===== src/rtl/pu_io_initiator.sv =====
// pu_io_initiator: per-PU single-outstanding request/ack initiator with ack timeout.
package pu_io_pkg;
  localparam int PU_WIDTH_NBITS = 32;
  localparam int TID_NBITS = 4;
  localparam int ADDR_NBITS = 32;
  typedef struct packed {
    logic [TID_NBITS-1:0] tid;
    logic [ADDR_NBITS-1:0] addr;
    logic [PU_WIDTH_NBITS-1:0] wdata;
    logic wr;
    logic atomic;
    logic [4:0] funct5;
  } io_type;
endpackage

module pu_io_initiator
  import pu_io_pkg::*;
#(
  parameter int WIDTH_NBITS = PU_WIDTH_NBITS,
  parameter int TIMEOUT_NBITS = 10,
  parameter int TIMEOUT_CYCLES = 1000
) (
  input  logic clk,
  input  logic rst,
  input  logic core_req,
  input  logic core_wr,
  input  logic core_atomic,
  input  logic [4:0] core_funct5,
  input  logic [TID_NBITS-1:0] core_tid,
  input  logic [ADDR_NBITS-1:0] core_addr,
  input  logic [WIDTH_NBITS-1:0] core_wdata,
  output logic core_ready,
  output logic core_rsp_valid,
  output logic [WIDTH_NBITS-1:0] core_rsp_data,
  output logic core_rsp_err,
  output logic io_req,
  output io_type io_cmd,
  input  logic io_ack,
  input  logic [WIDTH_NBITS-1:0] io_ack_data,
  output logic stray_ack
);
  typedef enum logic [1:0] {IDLE, ISSUE, WAIT, DRAIN} state_t;
  state_t state, state_nx;
  logic [TIMEOUT_NBITS-1:0] timer, timer_nx;
  logic rsp_valid_nx, rsp_err_nx, hit_to;
  logic [WIDTH_NBITS-1:0] rsp_data_nx;
  assign core_ready = state == IDLE;
  assign hit_to = timer == TIMEOUT_NBITS'(TIMEOUT_CYCLES - 1);
  always_comb begin
    state_nx = state;
    timer_nx = &timer ? timer : timer + 1'b1;
    rsp_valid_nx = 1'b0;
    rsp_err_nx = 1'b0;
    rsp_data_nx = '0;
    case (state)
      IDLE: state_nx = core_req ? ISSUE : IDLE;
      ISSUE: begin
        state_nx = WAIT;
        timer_nx = '0;
      end
      WAIT: begin
        // An ack on the timeout cycle takes priority over the error.
        if (io_ack) begin
          state_nx = IDLE;
          rsp_valid_nx = 1'b1;
          rsp_data_nx = (io_cmd.wr && !io_cmd.atomic) ? '0 : io_ack_data;
        end else if (hit_to) begin
          state_nx = DRAIN;
          timer_nx = '0;
          rsp_valid_nx = 1'b1;
          rsp_err_nx = 1'b1;
        end
      end
      DRAIN: state_nx = (io_ack || hit_to) ? IDLE : DRAIN;
    endcase
  end
  always_ff @(posedge clk) begin
    if (rst) begin
      state <= IDLE;
      timer <= '0;
      io_cmd <= '0;
      io_req <= 1'b0;
      core_rsp_valid <= 1'b0;
      core_rsp_err <= 1'b0;
      core_rsp_data <= '0;
      stray_ack <= 1'b0;
    end else begin
      state <= state_nx;
      timer <= timer_nx;
      io_req <= core_ready && core_req;
      core_rsp_valid <= rsp_valid_nx;
      core_rsp_err <= rsp_err_nx;
      core_rsp_data <= rsp_data_nx;
      stray_ack <= stray_ack || (io_ack && (state == IDLE || state == ISSUE));
      if (core_ready && core_req)
        io_cmd <= '{tid: core_tid, addr: core_addr, wdata: core_wdata, wr: core_wr,
                    atomic: core_atomic, funct5: core_funct5};
    end
  end
endmodule


===== config.mk =====
export PLATFORM = sky130hd
export DESIGN_NAME = pu_io_initiator
export DESIGN_NICKNAME = d
export VERILOG_FILES = /design/src/rtl/pu_io_initiator.sv
export SDC_FILE = /design/constraint.sdc
export NUM_CORES = 1
export LEC_CHECK = 0
export BUFFER_PORTS_ARGS = -buffer_cell sky130_fd_sc_hd__buf_2
export CAP_MARGIN = 25
export CELL_PAD_IN_SITES_DETAIL_PLACEMENT = 0
export CELL_PAD_IN_SITES_GLOBAL_PLACEMENT = 1
export CORE_UTILIZATION = 31
export DETAILED_ROUTE_END_ITERATION = 12
export PLACE_DENSITY = 0.89
export SKIP_LAST_GASP = 1
export SYNTH_ARGS = -nofsm -noshare
export SYNTH_HDL_FRONTEND = slang
export SYNTH_SLANG_ARGS = --single-unit

===== constraint.sdc =====
create_clock -name clk -period 1.7 [get_ports clk]
set_input_delay 0.085 -clock clk [delete_from_list [all_inputs] [get_ports clk]]
set_output_delay 0.085 -clock clk [all_outputs]
set_load 0.02 [all_outputs]

==> flow_summary.json <==
{
  "synth.avg_cell_area_um2": 8.663,
  "grt_pass1_vias": 4576,
  "power.density_nw_per_um2": 1099,
  "wirelength_um": 14080,
  "grt_setup_unrepaired": "false",
  "netlist-cell-type-count": 36,
  "cts.clk_slew.worst_paths_ns": 0.06,
  "fin_skew_ns": 0.004242,
  "critPathMaxFanout": 5,
  "crit_path_start_kind": "flip-flop",
  "synth_seq_cells": 123,
  "first_pass_grt_wire_length_um": 22110,
  "grt_overflow_total": 0,
  "ir_worst_vdd_v": 0.0006903,
  "status": "finished clean",
  "setup.worst_path.class": "flip-flop to flip-flop",
  "dr_total_vias": 4583,
  "min_path_cells": 3,
  "multiInputGateArea_um2": 1710,
  "r2r.worst_path.cells": 5,
  "synth_edf_count": 0,
  "horiz_die_dim_um": 119.7,
  "worst_path_required_time_ns": 2.04,
  "antenna_cells": 0,
  "fillCellCount": 1157,
  "top_ff_cell_synth": "sky130_fd_sc_hd__dfxtp_1",
  "io_buffer_count": 222,
  "min-delay-path-class": "primary input to flip-flop",
  "worstSetupEndpointType": "flip-flop",
  "post_drt_wl_per_cell_um": 13.90,
  "dieHeight_um": 119.7,
  "rrSetupSlack_ns": 0.09,
  "clock_path_buffers": 2,
  "grt_use_total_pct": 19.85,
  "final_period_minus_worst_setup_slack_ns": 1.610,
  "synth.cell_area_um2": 4297,
  "layout_worst_path_cycle_share_pct": 94.71,
  "fp.coreArea_um2": 13400,
  "timing_max_transition_violations_final": 0,
  "num-nets-final": 940,
  "hold_path_origin": "io_ack",
  "drt_iter0_markers": 266,
  "pin_count": 223,
  "design.die.area_um2": 14340,
  "clock_tree_from_tritoncts": "yes",
  "placement_rows": 42,
  "flow.area_growth_from_synthesis_pct": 70.79,
  "ys_seq_area_share_pct": 57.31,
  "worstHoldEndpoint": "core_rsp_valid",
  "number_of_hold_violations_in_the_final_report": 0,
  "clk_latency_ns": 0.41,
  "cts_root_buffer": "sky130_fd_sc_hd__clkbuf_16",
  "r2r-start": "timer[0]",
  "remaining_design_rule_violation_count": 0,
  "place.detailed.hpwl_um": 8121,
  "postSynthNetCount": 612,
  "register_area_um2": 2462,
  "vias_per_cell": 4.524,
  "final_layout_size_suffix_gt1_share_pct": 34.29,
  "timing_worst_slew_pin_value_ns": 0.4454,
  "post-layout-total-power_mw": 8.065,
  "power.leakage_nw": 3.414,
  "clkSinkCount": 123,
  "fmaxAchievable_mhz": 621.1,
  "gp_routability_congestion": 0.8237,
  "post_synth_inst_count": 496,
  "timing.max_cap.violations": 0,
  "number_of_buffers_added_by_the_clock_tree_synthesis_step": 17,
  "finish.utilization_pct": 54.76,
  "first_drt_pass_iteration_count": 4,
  "floorplan.initialDensity_pct": 32.06,
  "post-cts-setup-buffer-count": 0,
  "setup_viol": 0,
  "max_slew_margin_pct": 70.31,
  "async_flop_share_pct": 0,
  "timing.critical_path.arrival_ns": 1.95,
  "antenna_nets_post_route": 0,
  "ctsHtreeMaxLevel": 4,
  "synth.yosys.warnings": 0,
  "worst_r2r_endpoint": "timer[2]",
  "grt_antenna_before_repair": 0,
  "grt_max_degree": 81
}
[how the worst max path moves through the flow]
stage	start	to	slack, ns	depth (start not counted)
after floorplan	state[1]	state[0]	0.04	6
after global placement	state[1]	timer[9]	-0.01	5
after detailed placement	state[1]	timer[9]	-0.05	5
after CTS	state[1]	timer[2]	0.04	5
after global routing	timer[0]	timer[0]	0.001	6
final	timer[0]	timer[2]	0.09	5
[synth_stat cells, types with 2 or more instances]
cell type                  number  share of area (%)
sky130_fd_sc_hd__nand2_1      159                 14
sky130_fd_sc_hd__dfxtp_1      123                 57
sky130_fd_sc_hd__a21oi_1       79                9.2
sky130_fd_sc_hd__and2_1        33                4.8
sky130_fd_sc_hd__clkbuf_1      21                1.8
sky130_fd_sc_hd__nor2_1        14                1.2
sky130_fd_sc_hd__buf_2          6               0.70
sky130_fd_sc_hd__inv_1          6               0.52
sky130_fd_sc_hd__ha_1           5                1.5
sky130_fd_sc_hd__nand3_1        5               0.58
sky130_fd_sc_hd__nor3_1         4               0.47
sky130_fd_sc_hd__nor3_2         4               0.93
sky130_fd_sc_hd__buf_6          3               0.79
sky130_fd_sc_hd__nand4_1        3               0.44
sky130_fd_sc_hd__o21ai_0        3               0.35
sky130_fd_sc_hd__a31oi_1        2               0.29
sky130_fd_sc_hd__and3_1         2               0.29
sky130_fd_sc_hd__and3_2         2               0.35
sky130_fd_sc_hd__clkbuf_2       2               0.23
sky130_fd_sc_hd__nor3b_2        2               0.58
sky130_fd_sc_hd__nor4_1         2               0.29
sky130_fd_sc_hd__nor4b_1        2               0.41
[per-stage QoR]
step	cell area (µm²)	setup TNS, ns	hold WS [ns]	worst slack, ns	std cells
floorplan	4297	0	0.2067	0.04138	496
global placement	5628	-0.08847	0.2831	-0.01296	873
detailed placement	5628	-0.3797	0.2871	-0.04736	873
CTS	7288	0	0.03410	0.04209	1012
global route	7338	0	0.05052	0.001249	1013
finish	7338	0	0.05830	0.08999	1013
[flip-flops by register name, indices dropped and copies added (netlist names)]
| name | flops |
|---|---|
| core_rsp_data | 32 |
| core_rsp_err | 1 |
| core_rsp_valid | 1 |
| io_cmd | 75 |
| io_req | 1 |
| state | 2 |
| stray_ack | 1 |
| timer | 10 |
[worst max-delay path, stage by stage (launching register included)]
cell and delay, ns:
sky130_fd_sc_hd__dfxtp_1 0.34, sky130_fd_sc_hd__ha_1 0.22, sky130_fd_sc_hd__and4_4 0.19, sky130_fd_sc_hd__and2_4 0.15, sky130_fd_sc_hd__a221o_4 0.45, sky130_fd_sc_hd__nor3_4 0.18
[per-layer routing]
layer | wire length (µm) | vias up | global-route usage [%]
li1 | - | 2267 | -
met1 | 5584 | 2087 | 20.93
met2 | 7147 | 206 | 35.98
met3 | 1103 | 23 | 7.034
met4 | 242 | 0 | 7.422
met5 | 0 | - | 0
[logic make-up after synthesis]
family	count (synthesis)	share of synthesized area, %
compound gates	88	10.75
xor+xnor	1	0.2039
fa+ha+maj	5	1.456
buf+inv	39	4.164
flops	123	57.31
mux	1	0.2330
simple gates	239	25.89
[power breakdown]
part	switching [mW]	internal [mW]
Combinational	0.753	0.594
Sequential	0.0895	3.07
Clock	1.38	2.18
[timing repair]
action | 4_1_cts | 5_1_grt
resized for setup | 1 | 6
setup endpoints to repair | 10 | 39
hold buffers | 107 | 0
pin swaps | 0 | 1
gates cloned | 0 | 1
endpoints found under the hold margin | 107 | 0
[layout make-up]
cell class	instances	area share, %
clock buffers	17	5.797
clock inverters	15	2.217
inverters	6	0.3069
multi-input cells	335	23.31
flip-flops and latches	123	33.55
well taps	176	3.001
repair buffers	341	31.82
[layout by cell type (no fill, tap or decap), types with 2 or more instances in the layout]
master                          netlist  final
sky130_fd_sc_hd__clkinv_2             0      2
sky130_fd_sc_hd__ha_1                 5      4
sky130_fd_sc_hd__nor3_2               4      4
sky130_fd_sc_hd__o21ai_0              3      3
sky130_fd_sc_hd__nor2_1              14     13
sky130_fd_sc_hd__a21oi_1             79     79
sky130_fd_sc_hd__a31oi_1              2      2
sky130_fd_sc_hd__clkinv_4             0      3
sky130_fd_sc_hd__dlygate4sd3_1        0    107
sky130_fd_sc_hd__bufinv_16            0      2
sky130_fd_sc_hd__clkinvlp_4           0      3
sky130_fd_sc_hd__nor3_1               4      4
sky130_fd_sc_hd__nand3_1              5      5
sky130_fd_sc_hd__buf_12               0      5
sky130_fd_sc_hd__nand2_1            159    158
sky130_fd_sc_hd__clkbuf_16            0     17
sky130_fd_sc_hd__and3_2               2      2
sky130_fd_sc_hd__buf_2                6    222
sky130_fd_sc_hd__dfxtp_1            123    123
sky130_fd_sc_hd__inv_1                6      6
sky130_fd_sc_hd__nand4_1              3      3
sky130_fd_sc_hd__and2_1              33     32
sky130_fd_sc_hd__nor4_1               2      2
sky130_fd_sc_hd__buf_4                0      7
sky130_fd_sc_hd__and3_1               2      2
sky130_fd_sc_hd__nor3b_2              2      2
sky130_fd_sc_hd__inv_6                0      5
Note: power is estimated with default switching activity, not from simulation.
